[config.mk]
export PLATFORM = sky130hd
export DESIGN_NAME = md5_msg_padder
export DESIGN_NICKNAME = d
export VERILOG_FILES = /design/src/rtl/md5_msg_padder.sv
export SDC_FILE = /design/constraint.sdc
export NUM_CORES = 1
export LEC_CHECK = 0
export ABC_AREA = 1
export BUFFER_PORTS_ARGS = -buffer_cell sky130_fd_sc_hd__buf_2
export CAP_MARGIN = 20
export CORE_MARGIN = 3
export CORE_UTILIZATION = 35
export CTS_BUF_LIST = sky130_fd_sc_hd__clkbuf_4 sky130_fd_sc_hd__clkbuf_8
export DETAILED_ROUTE_END_ITERATION = 8
export SETUP_SLACK_MARGIN = 0.02
export SLEW_MARGIN = 20
export SYNTH_ARGS = -nofsm -noshare
export SYNTH_HDL_FRONTEND = slang
export SYNTH_SLANG_ARGS = --single-unit
export TNS_END_PERCENT = 100
[constraint.sdc]
create_clock -name Clk -period 3.5 [get_ports Clk]
set_input_delay 0.35 -clock Clk [delete_from_list [all_inputs] [get_ports Clk]]
set_output_delay 0.35 -clock Clk [all_outputs]
set_load 0.01 [all_outputs]
[src/rtl/md5_msg_padder.sv]
// MD5 message padder: turns a little-endian 32-bit word stream into padded
// 512-bit blocks (0x80 marker, zero fill, 64-bit bit length in words 14/15).
module md5_msg_padder #(
  parameter int STATE_DWIDTH = 32,
  parameter int LEN_WIDTH    = 64
) (
  input  logic                    Clk,
  input  logic                    Reset_n,
  input  logic                    InValid,
  output logic                    InReady,
  input  logic [STATE_DWIDTH-1:0] InData,
  input  logic                    InLast,
  input  logic [2:0]              InBytes,
  output logic                    OutValid,
  input  logic                    OutReady,
  output logic [STATE_DWIDTH-1:0] OutData,
  output logic [3:0]              OutWordIdx,
  output logic                    OutMsgLast
);

  typedef enum logic [2:0] {S_DATA, S_PAD80, S_ZERO, S_LENLO, S_LENHI} state_t;

  state_t                  state_q, state_d;
  logic [3:0]              idx_q, idx_d;
  logic [LEN_WIDTH-1:0]    len_q, len_d;
  logic                    out_valid_q, out_valid_d;
  logic [STATE_DWIDTH-1:0] out_data_q, out_data_d;
  logic [3:0]              out_idx_q, out_idx_d;
  logic                    out_last_q, out_last_d;

  logic                    adv, accept, load, last_word;
  logic [2:0]              n_bytes;
  logic [3:0]              idx_inc;
  logic [STATE_DWIDTH-1:0] mask, word;

  always_comb begin
    adv       = !out_valid_q || OutReady;
    InReady   = (state_q == S_DATA) && adv && Reset_n;
    accept    = InValid && InReady;
    n_bytes   = (InBytes > 3'd4) ? 3'd4 : InBytes;
    idx_inc   = idx_q + 4'd1;
    case (n_bytes)
      3'd1:    mask = 32'h0000_00FF;
      3'd2:    mask = 32'h0000_FFFF;
      3'd3:    mask = 32'h00FF_FFFF;
      default: mask = 32'h0000_0000;
    endcase

    state_d     = state_q;
    idx_d       = idx_q;
    len_d       = len_q;
    out_valid_d = adv ? 1'b0 : out_valid_q;
    out_data_d  = out_data_q;
    out_idx_d   = out_idx_q;
    out_last_d  = adv ? 1'b0 : out_last_q;
    load        = 1'b0;
    word        = '0;
    last_word   = 1'b0;

    case (state_q)
      S_DATA: if (accept) begin
        load = 1'b1;
        if (!InLast) begin
          word  = InData;
          len_d = len_q + LEN_WIDTH'(32);
        end else if (n_bytes == 3'd4) begin
          word    = InData;
          len_d   = len_q + LEN_WIDTH'(32);
          state_d = S_PAD80;
        end else begin
          // Marker byte sits right after the last valid byte of this word.
          word    = (InData & mask) | (32'h80 << {n_bytes[1:0], 3'b000});
          len_d   = len_q + LEN_WIDTH'({n_bytes, 3'b000});
          state_d = (idx_inc == 4'd14) ? S_LENLO : S_ZERO;
        end
      end
      S_PAD80: if (adv) begin
        load    = 1'b1;
        word    = 32'h0000_0080;
        state_d = (idx_inc == 4'd14) ? S_LENLO : S_ZERO;
      end
      S_ZERO: if (adv) begin
        load = 1'b1;
        if (idx_inc == 4'd14) state_d = S_LENLO;
      end
      S_LENLO: if (adv) begin
        load    = 1'b1;
        word    = len_q[STATE_DWIDTH-1:0];
        state_d = S_LENHI;
      end
      S_LENHI: if (adv) begin
        load      = 1'b1;
        word      = len_q[2*STATE_DWIDTH-1:STATE_DWIDTH];
        last_word = 1'b1;
        len_d     = '0;
        state_d   = S_DATA;
      end
      default: state_d = S_DATA;
    endcase

    if (load) begin
      out_valid_d = 1'b1;
      out_data_d  = word;
      out_idx_d   = idx_q;
      out_last_d  = last_word;
      idx_d       = idx_inc;
    end
  end

  always_ff @(posedge Clk or negedge Reset_n) begin
    if (!Reset_n) begin
      state_q     <= S_DATA;
      idx_q       <= '0;
      len_q       <= '0;
      out_valid_q <= 1'b0;
      out_data_q  <= '0;
      out_idx_q   <= '0;
      out_last_q  <= 1'b0;
    end else begin
      state_q     <= state_d;
      idx_q       <= idx_d;
      len_q       <= len_d;
      out_valid_q <= out_valid_d;
      out_data_q  <= out_data_d;
      out_idx_q   <= out_idx_d;
      out_last_q  <= out_last_d;
    end
  end

  assign OutValid   = out_valid_q;
  assign OutData    = out_data_q;
  assign OutWordIdx = out_idx_q;
  assign OutMsgLast = out_last_q;

endmodule

* Word-level counts from Yosys, hierarchy flattened
Index checks and enable logic that the tools add are counted.
W data, S select, Z words.
** Storage, ports and cells
- Bits in registers :: 109
- Bits of input ports :: 40
- Output and inout port bits :: 39
- Word-level logic and storage cells :: 72
** Operators by class
- Add/sub/neg operators :: 3
- Order comparisons :: 1
- Equal/unequal tests :: 16
- Shift operators :: 1
- Muxes and demuxes :: 31
- Bitwise operators :: 2
- Reductions and logical operators :: 11
** Operators by type and width (count)
- $mux W64 :: 4
- $mux W32 :: 5
- $pmux W32 S4 :: 1
- $pmux W64 S2 :: 1
- $pmux W24 S3 :: 1
- $add A64 B6 Y64 :: 1
- $add A64 B6 Y64 const B :: 1
- $and A32 B32 Y32 :: 1
- $or A32 B32 Y32 :: 1
- $shl A8 B5 Y32 const A :: 1
- $mux W3 :: 8
- $pmux W3 S5 :: 1
- $ne A2 B2 Y1 const B :: 7
- $eq A3 B2 Y1 const B :: 4
- $mux W8 :: 1
- $mux W1 :: 7
- $reduce_and A7 Y1 :: 1
- $eq A3 B1 Y1 const B :: 2
- $eq A3 B3 Y1 const B :: 2
- $add A4 B1 Y4 const B :: 1
- $eq A4 B4 Y1 const B :: 1
- $reduce_bool A2 Y1 :: 2
- $reduce_or A4 Y1 :: 1
- $gt A3 B3 Y1 const B :: 1
- 7 further kinds :: 9

* Logic depth before layout (Yosys ltp)
- Depth in word-level cells :: 10
- Depth in mapped cells :: 16
- Gate-level depth less buffers :: 16

* Least setup slack after synthesis
No wires, ideal clock.
- Path type :: input-to-reg
- From :: input InBytes[2]
- To :: register len_q[29]
- Library setup time :: 120 ps
- Arrival :: 2060 ps
- Data required time :: 3380 ps
- Setup slack :: 1321 ps
- Stages on the path :: 14
- Path buffers :: 1
- Path through :: clkbuf_1 -> nor2_1 -> ha_1 -> fa_1 -> nand2_1 -> nand2_1 -> nand3_4 -> inv_2 -> nand2_1 -> nor2_1 -> o211ai_1 -> nand2_1 -> o21ai_0 -> inv_1
** Between the ends
- Longest elaborated chain between the ends :: 7
- Elaborated cells between the ends (all ways) :: 8
- Classes of those cells :: add/sub: 1; order compare: 1; eq/ne: 1; mux: 5
** Ends and longest elaborated chain
- start: declaration :: RTL line 13 : input logic [2:0] InBytes,
- $gt A3 B3 Y1 :: RTL line 40 : n_bytes = (InBytes > 3'd4) ? 3'd4 : InBytes;
- $mux W3 (*) :: RTL line 40
- $add A64 B6 Y64 or $eq A3 B3 Y1 (tied branches) :: RTL line 73, 66
- $mux W64 (*) :: RTL line 66 : end else if (n_bytes == 3'd4) begin
- $mux W64 (*) :: RTL line 63 : if (!InLast) begin
- $mux W64 (*) :: RTL line 61 : S_DATA: if (accept) begin
- $pmux W64 S2 (*) :: RTL line 60 : case (state_q)
- end signal: assignment :: RTL line 122 : len_q <= len_d;
- end: declaration :: RTL line 25 : logic [LEN_WIDTH-1:0] len_q, len_d;
Every way passes the cells marked *; elsewhere a longest branch is shown, timed or not. The select of a mux whose other input is x is not followed.
A chain may end at the register's enable or synchronous reset.

* Worst setup path in the final report
- From :: register out_valid_q, in the netlist OutValid
- To :: register len_q[15]
** Between the ends
- Longest elaborated chain between the ends :: 7
- Elaborated cells between the ends (all ways) :: 8
- Classes of those cells :: eq/ne: 2; reduce/logical: 6
** Ends and longest elaborated chain
- start: declaration :: RTL line 26 : logic out_valid_q, out_valid_d;
- start signal: assignment :: RTL line 123 : out_valid_q <= out_valid_d;
- $logic_not A1 Y1 (*) :: RTL line 37 : adv = !out_valid_q || OutReady;
- $logic_or A1 B1 Y1 (*) :: RTL line 37
- $logic_and A1 B1 Y1 (2 in series) :: RTL line 38 : InReady = (state_q == S_DATA) && adv && Reset_n;
- $logic_and A1 B1 Y1 :: RTL line 39 : accept = InValid && InReady;
- $ne A2 B2 Y1 (no source line)
- $reduce_and A3 Y1 (no source line) (*)
Every way passes the cells marked *; elsewhere a longest branch is shown, timed or not.

==> reports/metrics.yaml <==
reg2reg_from: "OutValid$_DFFE_PN0P_"
worst_slack_ns: 1.07
grtUsageTotal: 0.249
ys_types: 46
grt_max_degree: 60
cts.sinks: 106
n_antenna_cell: 0
peakVddDrop_mv: 0.309
drt_wl_total_um: 30100
htreeDepth: 3
holdCritPathClass: "input port to async pin"
syn_area_um2: 7870
hold-worst-slack_ns: 0.0932
synth.ff_latch_count: 106
numCtsBuffers: 9
r2r_end: "len_q[15]$_DFFE_PN0P_"
status: "finished clean"
drt-vias-per-instance: 5.36
post_cts_buffers: 0
area_delta_synth_final_pct: 10.7
nFillCells: 2331
rr_worst_depth: 11
fmax_mhz: 412
p_leak_nw: 4.13
criticalPathCategory: "flip-flop to flip-flop"
syn_nets: 1265
hold_violations: 0
gp_congestion: 0.986
num_rows: 54
worst_setup_path_end_kind: "flip-flop"
final-max-slew-violation-count: 0
cts_tree: "done"
die_h_um: 156
core_area_um2: 22000
antenna_found_initial: 0
cts_hold_buf: 0
grt_pass1_vias: 7791
ioPinCount: 79
reg2reg_slack_ns: 1.07
die-area_um2: 24300
vias: 8384
path_common_cell: "nand2_1"
crit_start: "OutValid$_DFFE_PN0P_"
cp-start-kind: "flip-flop"
min_period_ns: 2.43
tns_ns: 0
ys_seq_area_frac: 0.337
drive_above_1_share: 0.123
rsz0062_at_grt: "no"
tightest_slew_ns: 0.921
power.density_nw_per_um2: 593
ant_nets: 0
post-route-util: 0.397
maxCapViolCount: 0
place_ws_ns: 0.877
clock_skew_ns: 0.00909
slowest_delay_ns: 0.40
setup_violations: 0
fin_crit_sh: 0.694
nNetsFinal: 1327
critPathArrivalTime_ns: 2.75
crit_required_ns: 3.82
cts-root-buf: "clkbuf_8"
max_slew_margin: 0.385
floorplan.initialDensity: 0.358
worstSkewPairLatency_ns: 0.42
grt_pass1_wl_um: 46500
crit_path_top_delay_cell: "buf_4"
drt-pass1-iter-count: 7
post_cts_resized: 0
drcViolationCount: 0
synthCells: 1218
crit_end: "len_q[15]$_DFFE_PN0P_"
cts_buffer_depth: 2
clk_pin_slew_ns: 0.12
postSynthAreaPerCell_um2: 6.46
port_buffers: 78
die_width_um: 156
drtIter0Drc: 730
hpwl_um: 23200
overflow: 0
wire_per_inst_um: 19.3
path_cells: "nand2_1 -> nand2_1 -> nor2_4 -> nand2_4 -> inv_4 -> buf_4 -> o21ai_2 -> a21oi_2 -> nand3_1 -> o21ai_1 -> inv_1"
crit_path_max_fanout: 28
ys.warnings.count: 0
==> where the power goes <==
part	total (W)	switching [W]	internal, W
registers	0.00227	0.000612	0.00166
logic	0.00206	0.00136	0.000700
clock network	0.000833	0.000546	0.000287
==> area by class of cell <==
cell class / count / area [µm²] / area share
multi-input combinational: 908 / 4390 / 0.504
inverter: 163 / 616 / 0.0706
tap: 280 / 350 / 0.0402
clock inverter: 7 / 83.8 / 0.00962
timing repair buffer: 92 / 498 / 0.0572
clock buffer: 9 / 124 / 0.0142
sequential: 106 / 2650 / 0.304
==> per-stage QoR <==
step / power, W / instance area (µm²) / cells
after global routing: 0.00554 / 8710 / 1565
after floorplan: 0.00349 / 7870 / 1218
final: 0.00516 / 8710 / 1565
after global placement: 0.00430 / 8510 / 1549
after detailed placement: 0.00433 / 8510 / 1549
after CTS: 0.00518 / 8710 / 1565
==> critical path, delay by kind of cell, from the launching register on <==
kind	cells	cell delay (ns)
AND/OR/NAND/NOR	5	0.77
flip-flops	1	0.39
AO/OA/AOI/OAI	3	0.41
buffers and inverters	3	0.74
==> routing by layer <==
metal | global-route usage | wire length (µm) | vias up | part of all wire
li1 | - | - | 4083 | -
met1 | 0.353 | 13900 | 3916 | 0.46
met2 | 0.391 | 13500 | 330 | 0.45
met3 | 0.0361 | 1820 | 55 | 0.061
met4 | 0.0858 | 925 | 0 | 0.031
met5 | 0 | 0 | - | 0
==> logic make-up (layout without fill, tap and decap cells) <==
group | count (synthesis) | in the layout | share of synthesized area
XOR/XNOR | 12 | 12 | 0.0134
AND/OR/NAND/NOR | 712 | 712 | 0.395
buffers and inverters | 204 | 271 | 0.106
flip-flops | 106 | 106 | 0.337
adder cells (fa/ha/maj) | 7 | 7 | 0.0121
AO/OA/AOI/OAI | 177 | 177 | 0.136
==> worst min-delay path by stage <==
stage	startpoint	endpoint	slack [ns]	cells after the start
2_1_floorplan	Reset_n	OutData[0]$_DFFE_PN0P_	0.05	0
3_3_place_gp	OutWordIdx[2]$_DFFE_PN0P_	OutWordIdx[2]$_DFFE_PN0P_	0.45	2
3_5_place_dp	OutWordIdx[2]$_DFFE_PN0P_	OutWordIdx[2]$_DFFE_PN0P_	0.46	2
4_1_cts	Reset_n	OutData[1]$_DFFE_PN0P_	0.11	2
5_1_grt	Reset_n	OutData[1]$_DFFE_PN0P_	0.13	2
6_report	Reset_n	OutData[9]$_DFFE_PN0P_	0.09	2
==> flip-flops by register name, summed over array words and instances, names as in the netlist <==
signal / cells
idx_q: 4
OutMsgLast: 1
OutData: 32
OutWordIdx: 4
state_q: 3
len_q: 61
OutValid: 1
==> synthesized netlist by cell type, drive strengths merged <==
library cell | n | area share
a211oi | 1 | 0.0016
a21oi | 23 | 0.015
a221o | 4 | 0.0051
a22oi | 18 | 0.017
a31oi | 1 | 0.00080
a32o | 2 | 0.0025
and2 | 2 | 0.0016
buf | 29 | 0.022
clkbuf | 12 | 0.0059
clkinv | 1 | 0.00064
dfrtp | 106 | 0.34
fa | 1 | 0.0025
ha | 6 | 0.0095
inv | 162 | 0.078
nand2 | 373 | 0.18
nand3 | 149 | 0.097
nand3b | 3 | 0.0029
nand4 | 25 | 0.020
nor2 | 150 | 0.084
nor3 | 10 | 0.0084
o2111ai | 7 | 0.0078
o211ai | 16 | 0.015
o21ai | 97 | 0.063
o21bai | 1 | 0.00095
o22ai | 6 | 0.0056
o31ai | 1 | 0.00095
xnor2 | 2 | 0.0022
xor2 | 10 | 0.011
==> cells in the final DEF, fill, tap and decap left out, drive strengths merged, types with 9 or more instances in the layout <==
cell and n:
xor2 10, buf 92, inv 165, dfrtp 106, clkbuf 9, nand3 149, o21ai 97, a21oi 23
nand4 25, nor3 10, nor2 150, o211ai 16, nand2 373, a22oi 18
Note: power is estimated with default switching activity, not from simulation.
